$ cat src/rtl/fifo_pkg.sv
// Shared pointer definitions for the async FIFO read side, write side and synchronizers.
package fifo_pkg;

    localparam int PTR_SZ_DFLT = 4;

    // Pointer carries one extra wrap bit above the RAM address.
    typedef logic [PTR_SZ_DFLT:0] ptr_t;

endpackage : fifo_pkg

$ cat src/rtl/fifo_rd_logic_if.sv
// Read-side handshake between the FIFO read controller and its consumer / sync.
interface fifo_rd_logic_if #(
    parameter int PTR_SZ = 4
);

    logic              rinc;
    logic [PTR_SZ:0]   rq2_waddr;
    logic              rempty;
    logic              read_en;
    logic [PTR_SZ-1:0] raddr;
    logic [PTR_SZ:0]   raddr_gray;

    // Consumer side: requests reads, supplies the synchronized write pointer.
    modport master (
        output rinc,
        output rq2_waddr,
        input  rempty,
        input  read_en,
        input  raddr,
        input  raddr_gray
    );

    modport slave (
        input  rinc,
        input  rq2_waddr,
        output rempty,
        output read_en,
        output raddr,
        output raddr_gray
    );

endinterface : fifo_rd_logic_if

$ cat src/rtl/fifo_rd_logic_bin2gray.sv
// Binary to Gray conversion for FIFO pointers.
// Latency: combinational.
// Backpressure: none.
module bin2gray #(
    parameter int W = 5
) (
    input  logic [W-1:0] bin,
    output logic [W-1:0] gray
);

    assign gray = (bin >> 1) ^ bin;

endmodule : bin2gray

$ cat src/rtl/fifo_rd_logic.sv
// Async FIFO read-side control: read pointer (binary + Gray), RAM address, registered empty.
// Latency: read_en combinational; raddr/raddr_gray/rempty one cycle after a qualified read.
// Backpressure: reads are ignored while rempty=1; rempty asserts on the edge that takes the last word.
module fifo_rd_logic
    import fifo_pkg::*;
#(
    parameter int PTR_SZ = PTR_SZ_DFLT
) (
    input  logic             clk,
    input  logic             rst,
    fifo_rd_logic_if.slave   rd
);

    logic [PTR_SZ:0] rbin;
    logic [PTR_SZ:0] rbin_next;
    logic [PTR_SZ:0] rgray;
    logic [PTR_SZ:0] rgray_next;
    logic            rempty_q;
    logic            read_en;

    assign read_en   = rd.rinc & ~rempty_q;
    // Wrap bit rolls over naturally modulo 2^(PTR_SZ+1).
    assign rbin_next = rbin + {{PTR_SZ{1'b0}}, read_en};

    bin2gray #(
        .W (PTR_SZ + 1)
    ) u_rd_bin2gray (
        .bin  (rbin_next),
        .gray (rgray_next)
    );

    // Empty compares the post-read pointer so the last read flags empty on the same edge.
    always_ff @(posedge clk or negedge rst) begin
        if (!rst) begin
            rbin     <= '0;
            rgray    <= '0;
            rempty_q <= 1'b1;
        end else begin
            rbin     <= rbin_next;
            rgray    <= rgray_next;
            rempty_q <= (rgray_next == rd.rq2_waddr);
        end
    end

    assign rd.read_en    = read_en;
    assign rd.rempty     = rempty_q;
    assign rd.raddr      = rbin[PTR_SZ-1:0];
    assign rd.raddr_gray = rgray;

endmodule : fifo_rd_logic

$ cat src/flat_wrapper.sv
// flat-port wrapper written by rule: the top's interface ports become plain ports
module fifo_rd_logic_flat import fifo_pkg::*;
#(
    parameter int PTR_SZ = PTR_SZ_DFLT
)
  (clk, rst, rd_rinc, rd_rq2_waddr, rd_rempty, rd_read_en, rd_raddr, rd_raddr_gray);
  fifo_rd_logic_if #(.PTR_SZ(PTR_SZ)) rd_i ();
  input  logic clk;
  input  logic rst;
  input wire logic [$bits(rd_i.rinc)-1:0] rd_rinc;
  input wire logic [$bits(rd_i.rq2_waddr)-1:0] rd_rq2_waddr;
  output wire logic [$bits(rd_i.rempty)-1:0] rd_rempty;
  output wire logic [$bits(rd_i.read_en)-1:0] rd_read_en;
  output wire logic [$bits(rd_i.raddr)-1:0] rd_raddr;
  output wire logic [$bits(rd_i.raddr_gray)-1:0] rd_raddr_gray;
  assign rd_i.rinc = rd_rinc;
  assign rd_i.rq2_waddr = rd_rq2_waddr;
  assign rd_rempty = rd_i.rempty;
  assign rd_read_en = rd_i.read_en;
  assign rd_raddr = rd_i.raddr;
  assign rd_raddr_gray = rd_i.raddr_gray;
  fifo_rd_logic #(.PTR_SZ(PTR_SZ)) u_core (.clk(clk), .rst(rst), .rd(rd_i));
endmodule
$ cat config.mk
export PLATFORM = sky130hd
export DESIGN_NAME = fifo_rd_logic_flat
export DESIGN_NICKNAME = d
export VERILOG_FILES = /design/src/rtl/fifo_pkg.sv /design/src/rtl/fifo_rd_logic_if.sv /design/src/rtl/fifo_rd_logic_bin2gray.sv /design/src/rtl/fifo_rd_logic.sv /design/src/flat_wrapper.sv
export SDC_FILE = /design/constraint.sdc
export NUM_CORES = 1
export LEC_CHECK = 0
export ABC_AREA = 1
export CORE_UTILIZATION = 42
export CTS_CLUSTER_DIAMETER = 80
export DETAILED_ROUTE_END_ITERATION = 6
export PLACE_DENSITY_LB_ADDON = 0.15
export SKIP_CTS_REPAIR_TIMING = 1
export SLEW_MARGIN = 20
export SYNTH_ARGS = -nofsm -noshare
export SYNTH_HDL_FRONTEND = slang
export SYNTH_SLANG_ARGS = --single-unit
$ cat constraint.sdc
create_clock -name clk -period 2.1 [get_ports clk]
set_input_delay 0.63 -clock clk [delete_from_list [all_inputs] [get_ports clk]]
set_output_delay 0.63 -clock clk [all_outputs]
set_load 0.01 [all_outputs]
==> results of run 1 <==
-- synthesized netlist by cell type --
cell / instances / area [um^2]
ha_1: 2 / 25.0
nand4_1: 4 / 25.0
buf_6: 1 / 11.3
nand3_1: 8 / 40.0
nand2_1: 24 / 90.1
nor2_2: 1 / 6.26
nand3_2: 1 / 10.0
nor2_1: 3 / 11.3
xnor2_1: 2 / 17.5
inv_1: 8 / 30.0
xor2_1: 2 / 17.5
nand2_2: 4 / 25.0
dfrtp_1: 9 / 225
dfstp_2: 1 / 26.3
-- state kept, by name (all words and copies together), names as in the netlist --
| register | flops |
|---|---|
| u_core.rbin | 5 |
| u_core.rd.raddr_gray | 4 |
| u_core.rd.rempty | 1 |
-- worst paths after layout --
| check | endpoint | slack (ns) | depth (start not counted) |
|---|---|---|---|
| max | rd_rempty | 0.10 | 1 |
| max in group asynchronous | u_core.rd.rempty | 1.08 | 1 |
| min reg2reg | u_core.rbin[0] | 0.57 | 1 |
| min | u_core.rbin[0] | 0.57 | 1 |
| max reg2reg | u_core.rd.rempty | 0.24 | 9 |
| min in group asynchronous | u_core.rd.raddr_gray[0] | 0.68 | 1 |
-- kinds of logic after synthesis --
family,count (synthesis)
xor gates and xnor gates,4
and+or+nand+nor,45
DFF,10
buffers and inverters,9
adders and majority gates,2
-- power breakdown --
part           switching, mW  leakage [nW]  internal, mW
clock network         0.0698        0.0210         0.105
registers              0.114         0.117         0.295
logic                  0.605         0.328         0.571
-- final cells by class --
| class | instances | area, um^2 |
|---|---|---|
| Sequential cell | 10 | 253 |
| Multi-Input combinational cell | 51 | 393 |
| Timing Repair Buffer | 26 | 245 |
| Clock buffer | 4 | 36.3 |
| Fill cell | 67 | 196 |
| Tap cell | 14 | 17.5 |
| Inverter | 8 | 30.0 |
-- routing by layer --
metal  global-route usage  vias up
li1                     -      278
met1                0.238      288
met2                0.321       28
met3               0.0407        4
met4                0.112        0
met5                    0        -
-- metrics by stage --
| step | utilization | hold WS, ns | cells | TNS [ns] | area (um^2) |
|---|---|---|---|---|---|
| floorplan | - | 0.334 | 70 | 0 | 561 |
| global placement | 0.683 | 0.543 | 108 | -1.17 | 800 |
| detailed placement | 0.683 | 0.550 | 108 | -1.52 | 800 |
| CTS | 0.714 | 0.569 | 112 | -0.480 | 836 |
| global route | 0.832 | 0.593 | 113 | 0 | 975 |
| finish | 0.832 | 0.568 | 113 | 0 | 975 |
==> impl_results.md, run 1 <==
* Root Buffer: clkbuf_4
* Library cells used by synthesis at 14
* Starting Density at 0.479
* Simple-Gate Fraction of Synth Area at 0.371
* Hold Violations, Final at 0
* DR vias at 598
* Register area share after synthesis at 0.449
* Worst slack, placed at -0.393 ns
* DRC at 0
* Slew HR at 0.693
* Met2 WL post-DR at approximately 860 um
* Die H at ~39 um
* Total CTS buffers at 3
* Core region area at 1170 um^2
* CP Max Fanout at 2
* Commonest non-fill, non-tap cell in the layout: clkdlybuf4s50_1
* Worst Hold Class: reg -> reg
* Rows at 12
* Crit path buf inv count at 1
* RSZ-0062 raised after global routing: no
* MaxCap Viol Count at 0
* Global placement routability congestion at 0.779
* Number of global-route vias before repair at 464
* Gr usage total at 0.197
* Synth Warn # at 0
* Period minus WS final at 2.00 ns
* Setup Skew at 0.00104 ns
* Crit path largest cell delay at 0.56 ns
* Met3 wire len at 70 um
* Adder-Cell Fraction of Synth Area at 0.0446
* Post-DR wirelength/cell at 14.4 um
* HP Start: u_core.rbin[0]
* Highest metal used: met4
* Post-synth net total at 80
* Most frequent cells in the layout: clkdlybuf4s50_1, nand2_2, nand2_1, buf_4, dfrtp_1
* WP data required at 1.47 ns
* Clock Path Buffers at 2
* Syn_area_per_cell at 8.01 um^2
* Clk pin slew, worst setup/hold paths at 0.07 ns
* Post-synthesis compound-gate area fraction at 0
* Remaining Overflow, GRT at 0
* Startpoint types: register
* H-tree Lvls at 1
* Layout area overhead at 73.9%
* Worst endpoint data arrival time at 1.37 ns
* Leakage at 0.465 nW
* CTS sink cnt at 10
* Die width at 38.5 um
* Combinational family with the most area after synthesis: simple AND/OR/NAND/NOR gates
* Worst path cell trace: clkdlybuf4s50_1
* Top delay family on crit path: flip-flops
* DRT iter0 DRCs at 16
* Status: complete, no violations
* # setup viols final at 0
* Share of layout cells above drive strength 1 at 0.475
* Mux contribution to synthesized area at 0
* Xor/xnor share of the synthesized area at 0.0625
* Met1 wire length at 680 um
* Pin count of the biggest net entering global routing at 11
* # IOs at 19
* Port buffer count at 18
* CP Class: reg -> out
* Setup crit end kind: output pin
* Peak VDD IR at 1.13 mV
* Yosys reg bits at 10
* Pwr Total at 1.76 mW
* Ant diodes at 0
* Crit path launch: u_core.rd.rempty
* Vias per cell at 5.29
* CP max-delay cell: dfstp_2
* Global-route wire length before repair at 1960 um
* Final WS setup at 0.102 ns
* # nets final at 110
* CTS tree: done
* Period utilisation layout at 0.951
* DP Wirelength at approximately 930 um
* Routed Wire Length at 1630 um
* Worst-Skew Late Latency at 0.26 ns
* Netlist area before placement at roughly 560 um^2
* Initial antenna violation count at 0
* Syn Inst Count at 70
* Count of final max-slew check failures at 0
* Max Fclk at roughly 500 MHz
* RR Startpoint: u_core.rd.rempty
* DRT antenna net count at 0
* P per Cell Area at between 1500 and 2000 nW/um^2
* Pre-antenna DRT Iters at 4
* Area of the die at 1480 um^2
* Tightest Pin Transition at 0.458 ns
(Power assumes the default switching activity.)
==> run 2: changes to the inputs <==
- CORE_ASPECT_RATIO: not set -> 1.1
- CORE_UTILIZATION: 42 -> 35
==> run 2 against run 1 <==
  * Non-clock buffer count did not move
  * Count of clock-buffer cells in the layout did not move
  * Flip-flop and latch count did not move
  * Critical endpoint unchanged
==> impl_results.md, run 2 (synthesized netlist as in run 1, its figures left out) <==
* CTS tree: done
* Starting Density at 0.390
* H-tree Lvls at 1
* Tightest Pin Transition at 0.440 ns
* Setup Skew at 0.000982 ns
* DRT antenna net count at 0
* WP data required at 1.47 ns
* P per Cell Area at 1710 nW/um^2
* Worst path cell trace: clkdlybuf4s50_1
* Root Buffer: clkbuf_4
* Hold Path Stages at 2
* Total CTS buffers at 3
* Leakage at around 0.45 nW
* CP Max Fanout at 2
* Global placement routability congestion at ~0.72
* Layout area overhead at 61.8%
* Cell Area, Placed at 810 um^2
* RSZ-0062 raised after global routing: no
* Setup crit end kind: output pin
* Most frequent cells in the layout: nand2_1, clkdlybuf4s50_1, nand2_2, buf_4, dfrtp_1
* DRT iter0 DRCs at 14
* Count of final max-slew check failures at 0
* Ant diodes at 0
* DR vias at 536
* WP depth at 1
* Routed Wire Length at around 1200 um
* Register with the most flip-flops: u_core.rbin
* Pre-antenna DRT Iters at 4
* Worst-Skew Late Latency at 0.26 ns
* Hold Violations, Final at 0
* Largest register FFs at 5
* DP Wirelength at between 900 and 1000 um
* Top delay family on crit path: flip-flops
* Crit path largest cell delay at about 0.56 ns
* # setup viols final at 0
* Clk pin slew, worst setup/hold paths at 0.07 ns
* Port buffer count at 18
* Share of layout cells above drive strength 1 at 0.303
* Status: complete, no violations
* DRC at 0
* Die H at 44.0 um
* CP Class: reg -> out
* Pin count of the biggest net entering global routing at 11
* Global-route wire length before repair at around 1800 um
* Rows at 14
* Clock Path Buffers at 2
* Remaining Overflow, GRT at 0
* Worst Hold Class: reg -> reg
* Number of global-route vias before repair at around 430
* Fill count at 138
* Die width at approximately 40 um
* Period utilisation layout at 0.946
* Gr usage total at 0.156
* Startpoint types: register
* Finished Cell Area at 907 um^2
* Peak VDD IR at 0.898 mV
* # IOs at 19
* Period minus WS final at 1.99 ns
* Core Util, Final at 0.632
* MaxCap Viol Count at 0
* Commonest non-fill, non-tap cell in the layout: nand2_1
* Max Fclk at 503 MHz
* # nets final at 110
* Core region area at 1440 um^2
* CTS sink cnt at 10
* Pwr Total at 1.55 mW
* Initial antenna violation count at 0
* Vias per cell at 4.66
* CP max-delay cell: dfstp_2
* Worst reg2reg path depth at 11
* Slew HR at 0.706
* Crit path buf inv count at 1
* Worst endpoint data arrival time at 1.36 ns
* Post-DR wirelength/cell at roughly 11 um
* Area of the die at between 1500 and 2000 um^2
## run 2: cell types whose count changed in the layout (fill, tap and decap cells not counted)
cell	change
nand2_1	+10
nand3_2	-3
xor2_2	-1
ha_2	-1
nand2_2	-7
nand3_1	+4
nand3_4	-1
ha_4	+1
nor2_2	-2
nor2_1	+2
nand2_4	-3
xor2_1	+1
## run 2: where the power goes
| group | switching (mW) | internal (mW) | total (mW) |
|---|---|---|---|
| Clock | 0.0668 | 0.105 | 0.172 |
| Sequential | 0.0983 | 0.296 | 0.394 |
| Combinational | 0.457 | 0.524 | 0.981 |
## run 2: final timing paths
kind | start | end | slack [ns]
max | u_core.rd.rempty | rd_rempty | 0.11
min | u_core.rbin[4] | u_core.rbin[4] | 0.58
max reg2reg | u_core.rd.rempty | u_core.rd.rempty | 0.42
min reg2reg | u_core.rbin[4] | u_core.rbin[4] | 0.58
max in group asynchronous | rst | u_core.rd.rempty | 1.09
min in group asynchronous | rst | u_core.rd.raddr_gray[1] | 0.67
## run 2: metrics by stage
stage                     setup TNS (ns)  worst slack [ns]  hold WS, ns  std cells
after detailed placement           -1.97            -0.423        0.561        111
after global routing                   0            0.0848        0.602        115
final                                  0             0.113        0.577        115
after global placement             -1.36            -0.327        0.545        111
after floorplan                        0             0.124        0.334         70
after CTS                         -0.691            -0.352        0.577        115
## run 2: worst register-to-register path: cells and delay by family (launching register included)
family	cells	cell delay, ns
AND/OR/NAND/NOR	8	0.66
adder cells (fa/ha/maj)	2	0.35
flip-flops	1	0.56
buffers and inverters	1	0.05
## run 2: layer usage
layer | part of all wire | GRT usage
met5 | 0 | 0
met4 | 0.014 | 0.103
met3 | 0.027 | 0.0308
met2 | 0.50 | 0.235
met1 | 0.46 | 0.194
## run 2: area by class of cell
class	instances	area, um^2	share of cell area
clock buffers	4	36.3	0.0400
inverters	8	30.0	0.0331
multi-input cells	51	323	0.356
flip-flops and latches	10	253	0.279
well taps	16	20.0	0.0221
repair buffers	26	245	0.270
